===== src/rtl/uart_tx_arbiter.sv =====
// uart_tx_arbiter: round-robin arbiter that lets several requesters share one
// UART transmitter. A granted byte is loaded into the transmitter with a
// one-cycle strobe, then the block waits for the transmitter's done pulse
// (bounded by a watchdog) before acknowledging and moving the pointer on.
module uart_tx_arbiter #(
    parameter int P_NUM_REQ = 4,
    parameter int P_TIMEOUT = 2048
) (
    input  logic                   i_CLK,
    input  logic                   i_RESET_N,
    input  logic [P_NUM_REQ-1:0]   i_REQ,
    input  logic [8*P_NUM_REQ-1:0] i_REQ_DATA,
    output logic [P_NUM_REQ-1:0]   o_GNT,
    output logic [P_NUM_REQ-1:0]   o_ACK,
    output logic                   o_TIMEOUT,
    output logic                   o_BUSY,
    output logic                   o_TX_ENABLE,
    output logic [7:0]             o_TX_DATA,
    input  logic                   i_TX_DONE
);

    localparam int PTR_W = (P_NUM_REQ > 1) ? $clog2(P_NUM_REQ) : 1;

    localparam logic [2:0] IDLE  = 3'd0;
    localparam logic [2:0] START = 3'd1;
    localparam logic [2:0] WAIT  = 3'd2;
    localparam logic [2:0] DONE  = 3'd3;
    localparam logic [2:0] ABORT = 3'd4;

    // Last watchdog value tolerated before the transfer is abandoned.
    localparam logic [11:0] WDOG_LAST = 12'(P_TIMEOUT - 1);
    localparam logic [P_NUM_REQ-1:0] GNT_ONE = {{(P_NUM_REQ-1){1'b0}}, 1'b1};
    localparam logic [PTR_W-1:0] LAST_IDX = PTR_W'(P_NUM_REQ - 1);

    logic [2:0]           state_reg;
    logic [PTR_W-1:0]     ptr_reg;
    logic [PTR_W-1:0]     gnt_idx_reg;
    logic [P_NUM_REQ-1:0] gnt_reg;
    logic [7:0]           tx_data_reg;
    logic [11:0]          wdog_reg;

    logic [PTR_W-1:0]     ptr_next;
    logic                 arb_found;
    logic [PTR_W-1:0]     arb_idx;
    int                   arb_cand;
    logic [PTR_W-1:0]     arb_cand_idx;

    logic [7:0] req_byte [P_NUM_REQ];

    // Split the flat data bus into one byte per requester.
    generate
        for (genvar gi = 0; gi < P_NUM_REQ; gi++) begin : g_req_byte
            assign req_byte[gi] = i_REQ_DATA[8*gi +: 8];
        end
    endgenerate

    // Scan upward from the pointer (wrapping) and pick the first active request.
    always_comb begin
        arb_found    = 1'b0;
        arb_idx      = '0;
        arb_cand     = 0;
        arb_cand_idx = '0;
        for (int off = 0; off < P_NUM_REQ; off++) begin
            arb_cand = int'(ptr_reg) + off;
            if (arb_cand >= P_NUM_REQ) begin
                arb_cand = arb_cand - P_NUM_REQ;
            end
            arb_cand_idx = PTR_W'(arb_cand);
            if (!arb_found && i_REQ[arb_cand_idx]) begin
                arb_found = 1'b1;
                arb_idx   = arb_cand_idx;
            end
        end
    end

    // Pointer moves to the requester just after the one that was served.
    assign ptr_next = (gnt_idx_reg == LAST_IDX) ? '0 : gnt_idx_reg + 1'b1;

    // Transfer sequencer: grant, strobe, wait for done or watchdog, release.
    always_ff @(posedge i_CLK or negedge i_RESET_N) begin
        if (!i_RESET_N) begin
            state_reg   <= IDLE;
            ptr_reg     <= '0;
            gnt_idx_reg <= '0;
            gnt_reg     <= '0;
            tx_data_reg <= '0;
            wdog_reg    <= '0;
        end else begin
            case (state_reg)
                IDLE: begin
                    if (arb_found) begin
                        gnt_idx_reg <= arb_idx;
                        gnt_reg     <= GNT_ONE << arb_idx;
                        tx_data_reg <= req_byte[arb_idx];
                        state_reg   <= START;
                    end
                end
                START: begin
                    wdog_reg  <= '0;
                    state_reg <= WAIT;
                end
                WAIT: begin
                    // Done is checked first so it wins on the expiry cycle.
                    if (i_TX_DONE) begin
                        state_reg <= DONE;
                    end else if (wdog_reg == WDOG_LAST) begin
                        state_reg <= ABORT;
                    end else begin
                        wdog_reg <= wdog_reg + 12'd1;
                    end
                end
                DONE, ABORT: begin
                    gnt_reg   <= '0;
                    ptr_reg   <= ptr_next;
                    wdog_reg  <= '0;
                    state_reg <= IDLE;
                end
                default: begin
                    state_reg <= IDLE;
                end
            endcase
        end
    end

    assign o_GNT       = gnt_reg;
    assign o_ACK       = (state_reg == DONE) ? gnt_reg : '0;
    assign o_TIMEOUT   = (state_reg == ABORT);
    assign o_BUSY      = (state_reg != IDLE);
    assign o_TX_ENABLE = (state_reg == START);
    assign o_TX_DATA   = tx_data_reg;

endmodule


===== config.mk =====
export PLATFORM = sky130hd
export DESIGN_NAME = uart_tx_arbiter
export DESIGN_NICKNAME = d
export VERILOG_FILES = /design/src/rtl/uart_tx_arbiter.sv
export SDC_FILE = /design/constraint.sdc
export NUM_CORES = 1
export LEC_CHECK = 0
export BUFFER_PORTS_ARGS = -buffer_cell sky130_fd_sc_hd__buf_2
export CAP_MARGIN = 25
export CORE_UTILIZATION = 50
export DETAILED_ROUTE_END_ITERATION = 16
export GPL_TIMING_DRIVEN = 0
export PLACE_DENSITY = 0.79
export SYNTH_ARGS = -nofsm -noshare
export SYNTH_HDL_FRONTEND = slang
export SYNTH_SLANG_ARGS = --single-unit

===== constraint.sdc =====
create_clock -name i_CLK -period 1.9 [get_ports i_CLK]
set_input_delay 0.19 -clock i_CLK [delete_from_list [all_inputs] [get_ports i_CLK]]
set_output_delay 0.19 -clock i_CLK [all_outputs]
set_load 0.005 [all_outputs]

# After elaboration in Yosys (flattened, before gate mapping)
# Index checks and enable logic that the tools add are counted.
[totals]
regBits = 31
output_inout_bits = 19
elab_cells = 86
[classes]
n_addsub = 9
n_lt_le_gt_ge = 9
n_eq_ne = 10
shifts = 1
n_mux = 34
bitwise_logic = 1
reduce_logical = 16
[op_table]
columns = ["cell", "n"]
rows = [
  ["two-way mux 12 bit", 2],
  ["case mux 12 bit (2 select lines)", 1],
  ["two-way mux 2 bit", 9],
  ["binary-select mux 8 bit (select 2 bit)", 1],
  ["two-way mux 8 bit", 2],
  ["adder 12 x 1 -> 12 bit (second input constant)", 1],
  ["equality test 12 x 11 -> 1 bit (second input constant)", 1],
  [">= comparator 3 bit (second input constant)", 4],
  ["less-than comparator 2 x 3 -> 1 bit (second input constant)", 4],
  ["two-way mux 3 bit", 3],
  ["case mux 3 bit (3 select lines)", 1],
  ["binary-select mux 1 bit (select 2 bit)", 4],
  ["two-way mux 1 bit", 8],
  ["two-way mux 4 bit", 2],
  ["case mux 4 bit (2 select lines)", 1],
  ["subtractor 2 x 1 -> 2 bit (second input constant)", 4],
  ["adder 2 x 2 -> 3 bit (second input constant)", 2],
  ["equality test 3 x 2 -> 1 bit (second input constant)", 2],
  ["!= test 2 bit (second input constant)", 3],
  ["AND reduction 2 bit", 3],
  ["nonzero test 2 bit", 2],
  ["<< shifter 1 x 2 -> 4 bit (first input constant)", 1],
  ["adder 2 x 1 -> 3 bit (second input constant)", 1],
  ["equality test 3 x 1 -> 1 bit (second input constant)", 1],
  ["13 further kinds", 17],
]

# Depth between registers and ports, before layout
[logic_depth]
word_depth = 18
ltp_mapped = 7

# Worst setup path before layout
# OpenSTA, ideal clock, no wires.
[synth_path]
path_type = "register to register"
startpoint = "reg wdog_reg[3]"
endpoint = "reg wdog_reg[11]"
setup_time_ns = 0.127
arrival_ns = 1.592
required_time_ns = 1.773
path_slack_ns = 0.180
stages_incl_launch_ff = 6
path_buffers = 0
period_less_slack_ns = 1.720
path_cell_list = "dfrtp_1 -> nand3_2 -> or3_1 -> nor4_2 -> nand3_1 -> mux2_1"
[synth_between]
elab_chain_cells = 4
elab_cells_between_ends = 7
cone_classes = "1 x add/sub; 2 x eq/ne; 3 x mux; 1 x reduce/logical"
[synth_rtl]
columns = ["item", "line_no", "text"]
rows = [
  ["start: declaration", "40", "logic [11:0] wdog_reg;"],
  ["start signal: assignment", "109", "wdog_reg <= wdog_reg + 12'd1;"],
  ["adder 12 x 1 -> 12 bit", "109", ""],
  ["two-way mux 12 bit", "106", "end else if (wdog_reg == WDOG_LAST) begin"],
  ["two-way mux 12 bit", "104", "if (i_TX_DONE) begin"],
  ["case mux 12 bit (2 select lines)", "89", "case (state_reg)"],
]
# Several ways; a longest one is shown, not always the timed one. The select of a mux whose other input is x is not followed.
# A chain may end at the register's enable or synchronous reset.

# Final worst setup path
[layout_path]
startpoint = "reg state_reg[0]"
endpoint = "out o_ACK[0]"
[layout_between]
elab_chain_cells = 2
[layout_rtl]
columns = ["item", "line_no", "text"]
rows = [
  ["start: declaration", "35", "logic [2:0] state_reg;"],
  ["start signal: assignment", "82", "state_reg <= IDLE;"],
  ["start signal: assignment", "95", "state_reg <= START;"],
  ["start signal: assignment", "100", "state_reg <= WAIT;"],
  ["equality test 3 x 2 -> 1 bit", "126", "assign o_ACK = (state_reg == DONE) ? gnt_reg : '0;"],
  ["two-way mux 4 bit", "126", ""],
  ["end: declaration", "14", "output logic [P_NUM_REQ-1:0] o_ACK,"],
]
# Every way passes these cells.

==> flow_summary.toml <==
[grt]
grt_pass1_wl_mm = 6.23
groute.usage.overall_pct = 23.2
grt_antenna_before_repair = 0
grt_remaining_overflow = 0
vias_in_the_first_global_route = 1475
grt_start_max_net_pins = 32

[floorplan]
initial_core_util_pct = 52.5
floorplan.rows = 21
num_ports = 58
core_area_um2 = 3360
die_w_um = 61.4
die_height_um = 61.4
design.die.area_um2 = 3770

[cts]
insertion_delay_ns = 0.33
tritoncts.num_buffers = 5
cts.sink_count = 31
root_buffer = "sky130_fd_sc_hd__clkbuf_4"
cts_max_level = 2
cts_tree = "done"
cts.clk_slew.worst_paths_ns = 0.09
clock_tree.buffer_depth = 2

[cells_and_area]
num-nets-final = 288
final_design_area_no_fill_um2 = 2210
drive_above_1_share_pct = 31.0
layout.filler_cells = 293
diodes = 0
max_ffs_per_register = 12
instances_no_fill = 294
areaGrowthSynthToFinish_pct = 25.0

[drt]
route.antenna.remaining_nets = 0
route.detailed.vias_per_inst = 5.55
detailedRoute.firstPassIterationCount = 6
drt-initial-drc-count = 109
postRouteWirelength_mm = 3.91
routed_wire_length_per_instance_um = 13.3
vias = 1632
post-route-drc-count = 0

[placed_design]
place_inst = 285
placement.cell_area_um2 = 2110
finalWeightedCongestion = 0.853
io_buffers = 57
placement.setup.worst_slack_ns = 0.0328
detailedPlacementHpwl_mm = 2.96

[power_and_ir_drop]
cellLeakagePower_uw = 0.00109
cellPowerDensity_nw_per_um2 = 1210
vdd_drop_max_mv = 0.805

[sta]
worst_slew_margin_rel_pct = 55.5
clock-skew-final_ns = 0.00584
report.final.slew_viol_count = 0
min_period_over_period_pct = 96.2
post-route-min-period_ns = 1.83
finalWorstSetupSlack_ns = 0.0728
unrepaired_setup_endpoints_after_global_routing = "yes"
tightest_slew_ns = 0.668
setup-violations-final = 0
timing.final.hold_violations = 0
fmaxAchievable_ghz = 0.547

[yosys]
edff_count_synth = 0
netlist-cell-type-count = 42
yosysWarningCount = 0
synthesis.area_per_instance_um2 = 9.69
post_synth_instance_area_um2 = 1760
post-synth-top-area-cell = "sky130_fd_sc_hd__dfrtp_1"
yosys-top-cells-area = "sky130_fd_sc_hd__dfrtp_1 (44%), sky130_fd_sc_hd__mux2i_1 (9.1%), sky130_fd_sc_hd__nand2_1 (4.9%), sky130_fd_sc_hd__o221ai_1 (4.5%), sky130_fd_sc_hd__xnor2_1 (4.0%)"
synth_top_cell_area_share_pct = 44.0
synth_ff_type = "sky130_fd_sc_hd__dfrtp_1"
number_of_synthesized_register_bits = 31
postSynthCellCount = 182
synth_async_sr_flop_share_pct = 100
synth_sequential_area_ratio_pct = 44.0
synthesis.nets = 223

[min_path]
min_path_cells = 3
hold_path_class = "in -> reg"
hold_path.startpoint = "i_REQ_DATA[22]"
hold_crit_endpoint = "o_TX_DATA[6]"

[worst_setup_path]
worst_r2r_endpoint = "wdog_reg[11]"
critical_path.startpoint_type = "register"
criticalPathCategory = "reg -> out"
ff2ff_path_depth = 5
crit-reg2reg-launch = "wdog_reg[4]"
critPathRequiredTime_ns = 1.71
arrival_ns = 1.64
ff2ff_setup_slack_ns = 0.12
crit_fanout = 10
critical_path.endpoint_type = "output port"

[status]
status = "completed"

[run]
max_cap_viol_count = 0
cells in the mapped netlist (2+ instances only):
cell type	n
sky130_fd_sc_hd__dfrtp_1	31
sky130_fd_sc_hd__nand2_1	23
sky130_fd_sc_hd__mux2i_1	16
sky130_fd_sc_hd__nor2_1	16
sky130_fd_sc_hd__o221ai_1	9
sky130_fd_sc_hd__xnor2_1	8
sky130_fd_sc_hd__clkbuf_1	7
sky130_fd_sc_hd__nor3_1	7
sky130_fd_sc_hd__a21oi_1	5
sky130_fd_sc_hd__and3_1	5
sky130_fd_sc_hd__inv_1	5
sky130_fd_sc_hd__nand2b_1	4
sky130_fd_sc_hd__a32o_1	3
sky130_fd_sc_hd__nand3_1	3
sky130_fd_sc_hd__nor4_1	3
sky130_fd_sc_hd__or3_1	3
sky130_fd_sc_hd__a21o_1	2
sky130_fd_sc_hd__and2_1	2
sky130_fd_sc_hd__ha_1	2
sky130_fd_sc_hd__nand3b_1	2
sky130_fd_sc_hd__nor2b_1	2
sky130_fd_sc_hd__nor4b_1	2
sky130_fd_sc_hd__o211a_1	2
sky130_fd_sc_hd__o21bai_1	2
per-stage QoR:
step | TNS, ns | hold WS [ns] | util [%] | power, uW
2_1_floorplan | 0 | -0.106 | - | 1800
3_3_place_gp | 0 | 0.268 | 62.6 | 2170
3_5_place_dp | 0 | 0.277 | 62.6 | 2210
4_1_cts | 0 | 0.164 | 65.0 | 2650
5_1_grt | -0.0208 | 0.186 | 65.6 | 2870
6_report | 0 | 0.166 | 65.6 | 2660
where the power goes:
group | switching [uW] | internal, uW | leakage [uW] | total [uW]
logic | 674 | 553 | 0.000651 | 1230
registers | 141 | 859 | 0.000405 | 1000
clock network | 214 | 217 | 0.0000386 | 432
final cells by class:
type	instances	area [um2]	share of cell area, %
Sequential cell	31	777	35.2
Buffer	9	46.3	2.10
Timing Repair Buffer	58	295	13.4
Multi-Input combinational cell	136	938	42.5
Inverter	6	22.5	1.02
Tap cell	46	57.6	2.61
Clock buffer	8	68.8	3.12
worst max path at each step:
stage,slack (ns),startpoint,end,cells after the start
floorplan,0.18,wdog_reg[3],wdog_reg[11],5
global route,-0.007,state_reg[0],o_ACK[0],4
global placement,0.07,wdog_reg[0],wdog_reg[7],7
finish,0.07,state_reg[0],o_ACK[0],4
CTS,0.01,wdog_reg[0],wdog_reg[7],7
detailed placement,0.03,wdog_reg[0],wdog_reg[7],7
logic make-up (layout without fill, tap and decap cells):
group           Yosys count  after routing  share of synthesized area [%]
mux                      18             18                           10.4
compound gates           27             27                           12.3
simple gates             80             80                           24.0
buf+inv                  15             81                           3.48
fa+ha+maj                 2              2                           1.42
xor+xnor                  9              9                           4.47
flops                    31             31                           44.0
critical path, cell delays in order, from the launching register on:
cell and delay (ns):
sky130_fd_sc_hd__dfrtp_1 0.33, sky130_fd_sc_hd__clkbuf_1 0.31, sky130_fd_sc_hd__nor2b_2 0.34, sky130_fd_sc_hd__and3_1 0.20
sky130_fd_sc_hd__buf_2 0.11
routing by layer:
layer  track usage (%)  vias to the layer above  wire length (um)
met3              5.25                       12               253
met2              41.0                       70              2020
met4              13.3                        0                99
li1                  -                      791                 -
met1              25.6                      759              1540
met5                 0                        -                 0
cell usage in the layout, fill, tap and decap left out, types with 6 or more instances in the layout:
master and instances:
sky130_fd_sc_hd__nor2_1 16, sky130_fd_sc_hd__buf_2 57, sky130_fd_sc_hd__xnor2_1 8, sky130_fd_sc_hd__mux2i_1 16, sky130_fd_sc_hd__dfrtp_1 30, sky130_fd_sc_hd__o221ai_1 9
sky130_fd_sc_hd__clkbuf_4 7, sky130_fd_sc_hd__nand2_1 23, sky130_fd_sc_hd__clkbuf_1 6, sky130_fd_sc_hd__nor3_1 6
repair_timing:
item                                    4_1_cts  5_1_grt
hold buffers                                  1        0
hold endpoints to repair                     31        0
gates resized for setup                       0       11
endpoints found under the setup margin        0       28
buffers inserted                              0        0
(Power assumes the default switching activity.)
